## src/rtl/stat_counter_ctrl_if.sv

```systemverilog
// Host-side command and readout port of the instruction-statistics counter controller.
// The slave modport is the controller view; the master modport is the debug/host view.
interface stat_counter_ctrl_if #(
  parameter int CW = 32
);
  logic          cmd_valid;
  logic [1:0]    cmd_op;
  logic          cmd_ready;
  logic          dump_req;
  logic          rd_valid;
  logic          rd_ready;
  logic [CW-1:0] rd_data;
  logic [1:0]    rd_idx;
  logic          rd_last;

  modport master (
    output cmd_valid, cmd_op, dump_req, rd_ready,
    input  cmd_ready, rd_valid, rd_data, rd_idx, rd_last
  );

  modport slave (
    input  cmd_valid, cmd_op, dump_req, rd_ready,
    output cmd_ready, rd_valid, rd_data, rd_idx, rd_last
  );
endinterface

```

## src/rtl/stat_counter_ctrl.sv

```systemverilog
// Instruction-statistics counter controller: run/stop/clear gating with an
// optional auto-stop window, plus snapshot-and-stream readout of the four counts.
module stat_counter_ctrl #(
  parameter int WINDOW = 0,
  parameter int CW     = 32
) (
  input  logic                 clk,
  input  logic                 reset,
  stat_counter_ctrl_if.slave   bus,
  output logic                 cnt_en,
  output logic                 cnt_clr,
  input  logic [CW-1:0]        r_count_in,
  input  logic [CW-1:0]        i_count_in,
  input  logic [CW-1:0]        j_count_in,
  input  logic [CW-1:0]        total_count_in,
  output logic                 snap_mismatch,
  output logic                 window_done,
  output logic                 busy
);

  localparam logic [1:0]  OP_START = 2'b01;
  localparam logic [1:0]  OP_STOP  = 2'b10;
  localparam logic [1:0]  OP_CLEAR = 2'b11;
  localparam logic [31:0] WIN_LAST = 32'(WINDOW - 1);

  typedef enum logic [2:0] {S_IDLE, S_RUN, S_CLEAR, S_SNAP, S_DUMP} state_t;

  state_t        state, nxt, ret_state;
  logic [31:0]   win_cnt, win_cnt_d;
  logic [CW-1:0] snap_q [4];
  logic          cmd_acc, start_cmd, stop_cmd, clr_cmd, win_hit, rd_fire;
  logic          cnt_en_d, cnt_clr_d, busy_d, window_done_d;

  // Type counts that do not add up to the total (modulo counter width) flag a bank fault.
  function automatic logic sum_mismatch(input logic [CW-1:0] r, input logic [CW-1:0] i,
                                        input logic [CW-1:0] j, input logic [CW-1:0] t);
    logic [CW-1:0] s;
    s = r + i + j;
    return s != t;
  endfunction

  assign bus.cmd_ready = (state == S_IDLE) || (state == S_RUN);
  assign bus.rd_last   = bus.rd_valid && (bus.rd_idx == 2'd3);

  assign cmd_acc   = bus.cmd_valid && bus.cmd_ready;
  assign start_cmd = cmd_acc && (bus.cmd_op == OP_START);
  assign stop_cmd  = cmd_acc && (bus.cmd_op == OP_STOP);
  assign clr_cmd   = cmd_acc && (bus.cmd_op == OP_CLEAR);
  assign win_hit   = (WINDOW != 0) && (state == S_RUN) && (win_cnt == WIN_LAST);
  assign rd_fire   = bus.rd_valid && bus.rd_ready;

  // State register.
  always_ff @(posedge clk or posedge reset) begin
    if (reset) state <= S_IDLE;
    else       state <= nxt;
  end

  // Next state: commands beat window expiry, window expiry beats a dump request.
  always_comb begin
    nxt = state;
    case (state)
      S_IDLE: begin
        if (start_cmd)                      nxt = S_RUN;
        else if (clr_cmd)                   nxt = S_CLEAR;
        else if (!cmd_acc && bus.dump_req)  nxt = S_SNAP;
      end
      S_RUN: begin
        if (stop_cmd)                       nxt = S_IDLE;
        else if (clr_cmd)                   nxt = S_CLEAR;
        else if (win_hit)                   nxt = S_IDLE;
        else if (!cmd_acc && bus.dump_req)  nxt = S_SNAP;
      end
      S_CLEAR: nxt = ret_state;
      S_SNAP:  nxt = S_DUMP;
      S_DUMP: begin
        if (rd_fire && (bus.rd_idx == 2'd3)) nxt = ret_state;
      end
      default: nxt = S_IDLE;
    endcase
  end

  // Next values of the registered control outputs and the window counter.
  always_comb begin
    cnt_en_d      = (nxt == S_RUN);
    cnt_clr_d     = (nxt == S_CLEAR);
    busy_d        = (nxt == S_CLEAR) || (nxt == S_SNAP) || (nxt == S_DUMP);
    window_done_d = win_hit && !stop_cmd && !clr_cmd;
    win_cnt_d     = win_cnt;
    if (((state == S_IDLE) && start_cmd) || clr_cmd)
      win_cnt_d = '0;
    else if ((state == S_RUN) && (WINDOW != 0))
      win_cnt_d = win_cnt + 32'd1;
  end

  // Output, window, snapshot and readout registers.
  always_ff @(posedge clk or posedge reset) begin
    if (reset) begin
      cnt_en        <= 1'b0;
      cnt_clr       <= 1'b0;
      busy          <= 1'b0;
      window_done   <= 1'b0;
      win_cnt       <= '0;
      ret_state     <= S_IDLE;
      snap_mismatch <= 1'b0;
      bus.rd_valid  <= 1'b0;
      bus.rd_data   <= '0;
      bus.rd_idx    <= 2'd0;
      for (int k = 0; k < 4; k++) snap_q[k] <= '0;
    end else begin
      cnt_en      <= cnt_en_d;
      cnt_clr     <= cnt_clr_d;
      busy        <= busy_d;
      window_done <= window_done_d;
      win_cnt     <= win_cnt_d;
      // Remember where to come back to after a clear pulse or a readout.
      if ((state == S_IDLE) || (state == S_RUN)) ret_state <= state;
      if (state == S_SNAP) begin
        snap_q[0]     <= total_count_in;
        snap_q[1]     <= r_count_in;
        snap_q[2]     <= i_count_in;
        snap_q[3]     <= j_count_in;
        snap_mismatch <= sum_mismatch(r_count_in, i_count_in, j_count_in, total_count_in);
        bus.rd_valid  <= 1'b1;
        bus.rd_idx    <= 2'd0;
        bus.rd_data   <= total_count_in;
      end else if ((state == S_DUMP) && rd_fire) begin
        if (bus.rd_idx == 2'd3) begin
          bus.rd_valid <= 1'b0;
          bus.rd_idx   <= 2'd0;
        end else begin
          bus.rd_idx  <= bus.rd_idx + 2'd1;
          bus.rd_data <= snap_q[bus.rd_idx + 2'd1];
        end
      end
    end
  end

endmodule

```

## src/flat_wrapper.sv

```systemverilog
// flat-port wrapper written by rule: the top's interface ports become plain ports
module stat_counter_ctrl_flat 
#(
  parameter int WINDOW = 0,
  parameter int CW     = 32
)
  (clk, reset, cnt_en, cnt_clr, r_count_in, i_count_in, j_count_in, total_count_in, snap_mismatch, window_done, busy, bus_cmd_valid, bus_cmd_op, bus_dump_req, bus_rd_ready, bus_cmd_ready, bus_rd_valid, bus_rd_data, bus_rd_idx, bus_rd_last);
  stat_counter_ctrl_if #(.CW(CW)) bus_i ();
  input  logic clk;
  input  logic reset;
  output logic cnt_en;
  output logic cnt_clr;
  input  logic [CW-1:0] r_count_in;
  input  logic [CW-1:0] i_count_in;
  input  logic [CW-1:0] j_count_in;
  input  logic [CW-1:0] total_count_in;
  output logic snap_mismatch;
  output logic window_done;
  output logic busy;
  input wire logic [$bits(bus_i.cmd_valid)-1:0] bus_cmd_valid;
  input wire logic [$bits(bus_i.cmd_op)-1:0] bus_cmd_op;
  input wire logic [$bits(bus_i.dump_req)-1:0] bus_dump_req;
  input wire logic [$bits(bus_i.rd_ready)-1:0] bus_rd_ready;
  output wire logic [$bits(bus_i.cmd_ready)-1:0] bus_cmd_ready;
  output wire logic [$bits(bus_i.rd_valid)-1:0] bus_rd_valid;
  output wire logic [$bits(bus_i.rd_data)-1:0] bus_rd_data;
  output wire logic [$bits(bus_i.rd_idx)-1:0] bus_rd_idx;
  output wire logic [$bits(bus_i.rd_last)-1:0] bus_rd_last;
  assign bus_i.cmd_valid = bus_cmd_valid;
  assign bus_i.cmd_op = bus_cmd_op;
  assign bus_i.dump_req = bus_dump_req;
  assign bus_i.rd_ready = bus_rd_ready;
  assign bus_cmd_ready = bus_i.cmd_ready;
  assign bus_rd_valid = bus_i.rd_valid;
  assign bus_rd_data = bus_i.rd_data;
  assign bus_rd_idx = bus_i.rd_idx;
  assign bus_rd_last = bus_i.rd_last;
  stat_counter_ctrl #(.WINDOW(WINDOW), .CW(CW)) u_core (.clk(clk), .reset(reset), .bus(bus_i), .cnt_en(cnt_en), .cnt_clr(cnt_clr), .r_count_in(r_count_in), .i_count_in(i_count_in), .j_count_in(j_count_in), .total_count_in(total_count_in), .snap_mismatch(snap_mismatch), .window_done(window_done), .busy(busy));
endmodule
```

## config.mk

```make
export PLATFORM = sky130hd
export DESIGN_NAME = stat_counter_ctrl_flat
export DESIGN_NICKNAME = d
export VERILOG_FILES = /design/src/rtl/stat_counter_ctrl_if.sv /design/src/rtl/stat_counter_ctrl.sv /design/src/flat_wrapper.sv
export SDC_FILE = /design/constraint.sdc
export NUM_CORES = 1
export LEC_CHECK = 0
export BUFFER_PORTS_ARGS = -buffer_cell sky130_fd_sc_hd__buf_2
export CELL_PAD_IN_SITES_DETAIL_PLACEMENT = 2
export CELL_PAD_IN_SITES_GLOBAL_PLACEMENT = 2
export CORE_MARGIN = 2
export CORE_UTILIZATION = 38
export CTS_BUF_LIST = sky130_fd_sc_hd__clkbuf_8
export DETAILED_ROUTE_END_ITERATION = 6
export PLACE_DENSITY_LB_ADDON = 0.1
export RECOVER_POWER = 50
export REMOVE_ABC_BUFFERS = 1
export SKIP_LAST_GASP = 1
export SYNTH_ARGS = -nofsm -noshare
export SYNTH_HDL_FRONTEND = slang
export SYNTH_SLANG_ARGS = --single-unit
```

## constraint.sdc

```tcl
create_clock -name clk -period 11.9 [get_ports clk]
set_input_delay 1.19 -clock clk [delete_from_list [all_inputs] [get_ports clk]]
set_output_delay 1.19 -clock clk [all_outputs]
set_load 0.02 [all_outputs]
```

==> results.json <==
{
  "maximum_number_of_pins_on_one_net_before_global_route_repair": 89,
  "yosys-top-cells-area": "sky130_fd_sc_hd__dfrtp_1, sky130_fd_sc_hd__nand2_1, sky130_fd_sc_hd__mux4_2",
  "vdd.ir_drop.worst_v": 0.0000725,
  "clock_insertion_delay_worst_skew_ns": 0.49,
  "first_global_vias": 10140,
  "root_buffer": "sky130_fd_sc_hd__clkbuf_8",
  "antenna_found_initial": 0,
  "critical_path_arrival_ns": 5.19,
  "seq_cells_post_synth": 173,
  "postSynth.topFlopCell": "sky130_fd_sc_hd__dfrtp_1",
  "dp.cells": 1637,
  "drv_cap": 4,
  "gr-total-overflow": 0,
  "clock-skew-final_ns": 0.0223,
  "first_iter_violations": 580,
  "rsz0062_at_grt": "false",
  "reg2regPathDepth": 5,
  "post_cts_hold_buffer_count": 0,
  "sinks_on_the_clock_net": 173,
  "actual_slew_at_the_worst_max_slew_pin_ns": 3.99,
  "finalHoldViolCount": 0,
  "dr_pass1_iterations": 5,
  "most_instantiated_library_cell_after_synthesis": "sky130_fd_sc_hd__nand2_1",
  "cts_tree": "yes",
  "cts_inserted_buffers": 17,
  "worst_hold_path.num_cells": 2,
  "share_of_synthesized_area_occupied_by_flip_flops_and_latches": 0.412,
  "asyncSetResetFlopFracSynth": 1.00,
  "synthesis.area_per_instance_um2": 8.91,
  "timing.critical_path.from_type": "primary input",
  "cts-root-to-sink-buffers": 2,
  "place_hpwl_um": 26100,
  "critPathCaptureType": "asynchronous set/reset pin",
  "timing.final.max_slew_violations": 240,
  "synthDominantAreaCellType": "sky130_fd_sc_hd__dfrtp_1",
  "row_count": 60,
  "numPortBuffers": 175,
  "fin_cells": 1668,
  "period_minus_slack_ns": 5.80,
  "starting_utilization_of_the_core_area": 0.389,
  "crit_path_max_fanout": 70,
  "design.final.nets": 1513,
  "p_per_area_mw_per_mm2": 126,
  "report.final.setup_viol": 0,
  "final_min_period_over_clock_period": 0.487,
  "route.antenna.remaining_nets": 0,
  "synthesis.instances": 1179,
  "global_route.usage.total": 0.260,
  "synth_enable_flop_cells": 0,
  "chipWidth_um": 170,
  "synth.distinct_cells": 65,
  "routedWlPerCell_um": 21.5,
  "yosys_warnings": 0,
  "result_of_the_run": "finished with violations",
  "vias_per_inst": 5.57,
  "via_count": 9298,
  "antennaDiodeCount": 0,
  "relSlewSlack": -1.66,
  "yosys-top-cells-count": "sky130_fd_sc_hd__nand2_1, sky130_fd_sc_hd__dfrtp_1, sky130_fd_sc_hd__clkbuf_1, sky130_fd_sc_hd__a21oi_1, sky130_fd_sc_hd__nor2_1",
  "postCtsSetupRepairBufs": 0,
  "combined_area_of_all_synthesized_cells_mm2": 0.0105,
  "criticalPathCategory": "primary input to asynchronous set/reset pin",
  "worstPathRequired_ns": 11.29,
  "layout-drive-gt1-share": 0.193,
  "gpl.final_weighted_congestion": 0.876,
  "final.setup.tns_ns": 0,
  "cts.clk_slew.worst_paths_ns": 0.10,
  "wire_length_of_the_first_global_routing_pass_um": 57700,
  "worst-r2r-setup-slack_ns": 7.66,
  "cts_repair_resize_count": 0,
  "crit-reg2reg-capture": "u_core.bus.rd_data[22]",
  "synth_top_area_frac": 0.412,
  "remaining_drc_errors": 0,
  "end_point_of_the_most_critical_hold_path": "u_core.bus.rd_data[0]",
  "h-tree-depth": 4,
  "detail_route.wirelength_um": 35900,
  "layout-area-overhead-vs-synth_pct": 15.0,
  "floorplan.die_area_mm2": 0.0290,
  "top_level_ports": 177,
  "maxClockFrequency_mhz": 172,
  "placeableCoreArea_mm2": 0.0270,
  "failed_checks": "capacitance limit, slew limit",
  "worst_hold_path_type": "flip-flop to flip-flop",
  "total_leakage_power_nw": 5.49,
  "worst_reg2reg_path_startpoint": "u_core.state[2]",
  "hold_start": "u_core.bus.rd_data[0]",
  "dieHeight_um": 170
}
metal layers:
layer,vias up,part of all wire,global-route usage
li1,4281,-,-
met1,4800,0.46,0.357
met2,191,0.50,0.440
met3,26,0.031,0.0314
met4,0,0.011,0.0583
met5,-,0,0
per-stage QoR:
step / setup slack, ns / hold slack (ns) / instance area (µm²) / total power (W) / utilization
after global routing: 5.21 / 0.505 / 12100 / 0.00160 / 0.447
after floorplan: 6.02 / 0.440 / 10200 / 0.000876 / -
after CTS: 7.56 / 0.481 / 12100 / 0.00153 / 0.448
after detailed placement: 7.09 / 0.457 / 11600 / 0.00103 / 0.431
final: 6.10 / 0.475 / 12100 / 0.00152 / 0.447
after global placement: 7.08 / 0.448 / 11600 / 0.00103 / 0.431
power breakdown:
part           total (W)  switching [W]  leakage, nW  internal [W]
Clock           0.000491       0.000244        0.223      0.000248
Sequential      0.000587              0         1.73      0.000587
Combinational   0.000439       0.000280         3.53      0.000159
Total            0.00152       0.000524         5.49      0.000995
logic make-up (layout without fill, tap and decap cells):
group	Yosys count	after routing	synth area share
flip-flops	173	173	0.412
buffers and inverters	81	229	0.0301
adder cells (fa/ha/maj)	63	63	0.0979
AND/OR/NAND/NOR	622	622	0.246
AO/OA/AOI/OAI	163	163	0.106
multiplexers	39	39	0.0754
other	1	1	0.000357
XOR/XNOR	37	37	0.0322
final cells by class:
cell class                 count  area [µm²]
clock buffer                  20         275
clock inverter                11         179
fill                        3082       14900
inverter                      14        53.8
multi-input combinational    925        5880
sequential                   173        4330
tap                          341         427
timing repair buffer         184         931
registers in the layout (all words and copies together), names as in the netlist, 2 cells and up:
| name | count |
|---|---|
| u_core.bus.rd_data | 32 |
| u_core.snap_q | 128 |
| u_core.bus.rd_idx | 2 |
| u_core.ret_state | 3 |
| u_core.state | 3 |
critical path: stages:
cell                         delay, ns
sky130_fd_sc_hd__buf_2            0.10
sky130_fd_sc_hd__clkinvlp_2       0.98
sky130_fd_sc_hd__clkbuf_1         2.86
placed cells by master (no fill, tap or decap), types with 14 or more instances in the layout:
cell type and instances:
sky130_fd_sc_hd__a21oi_1 44, sky130_fd_sc_hd__a22oi_1 24, sky130_fd_sc_hd__buf_2 174, sky130_fd_sc_hd__clkbuf_8 20, sky130_fd_sc_hd__dfrtp_1 172, sky130_fd_sc_hd__fa_1 32, sky130_fd_sc_hd__ha_1 30, sky130_fd_sc_hd__mux4_2 32
sky130_fd_sc_hd__nand2_1 477, sky130_fd_sc_hd__nand3_1 31, sky130_fd_sc_hd__nor2_1 31, sky130_fd_sc_hd__o21ai_0 17, sky130_fd_sc_hd__xnor2_1 22, sky130_fd_sc_hd__xor2_1 14
worst max path at each step:
stage | depth (start not counted) | from | end | slack [ns]
6_report | 3 | reset | u_core.bus.rd_idx[0] | 6.10
5_1_grt | 3 | reset | u_core.bus.rd_idx[0] | 5.21
4_1_cts | 13 | r_count_in[1] | u_core.snap_mismatch | 7.56
3_5_place_dp | 13 | r_count_in[1] | u_core.snap_mismatch | 7.09
3_3_place_gp | 12 | r_count_in[10] | u_core.snap_mismatch | 7.08
2_1_floorplan | 1 | reset | u_core.bus.rd_data[0] | 6.02
Note: power is estimated with default switching activity, not from simulation.
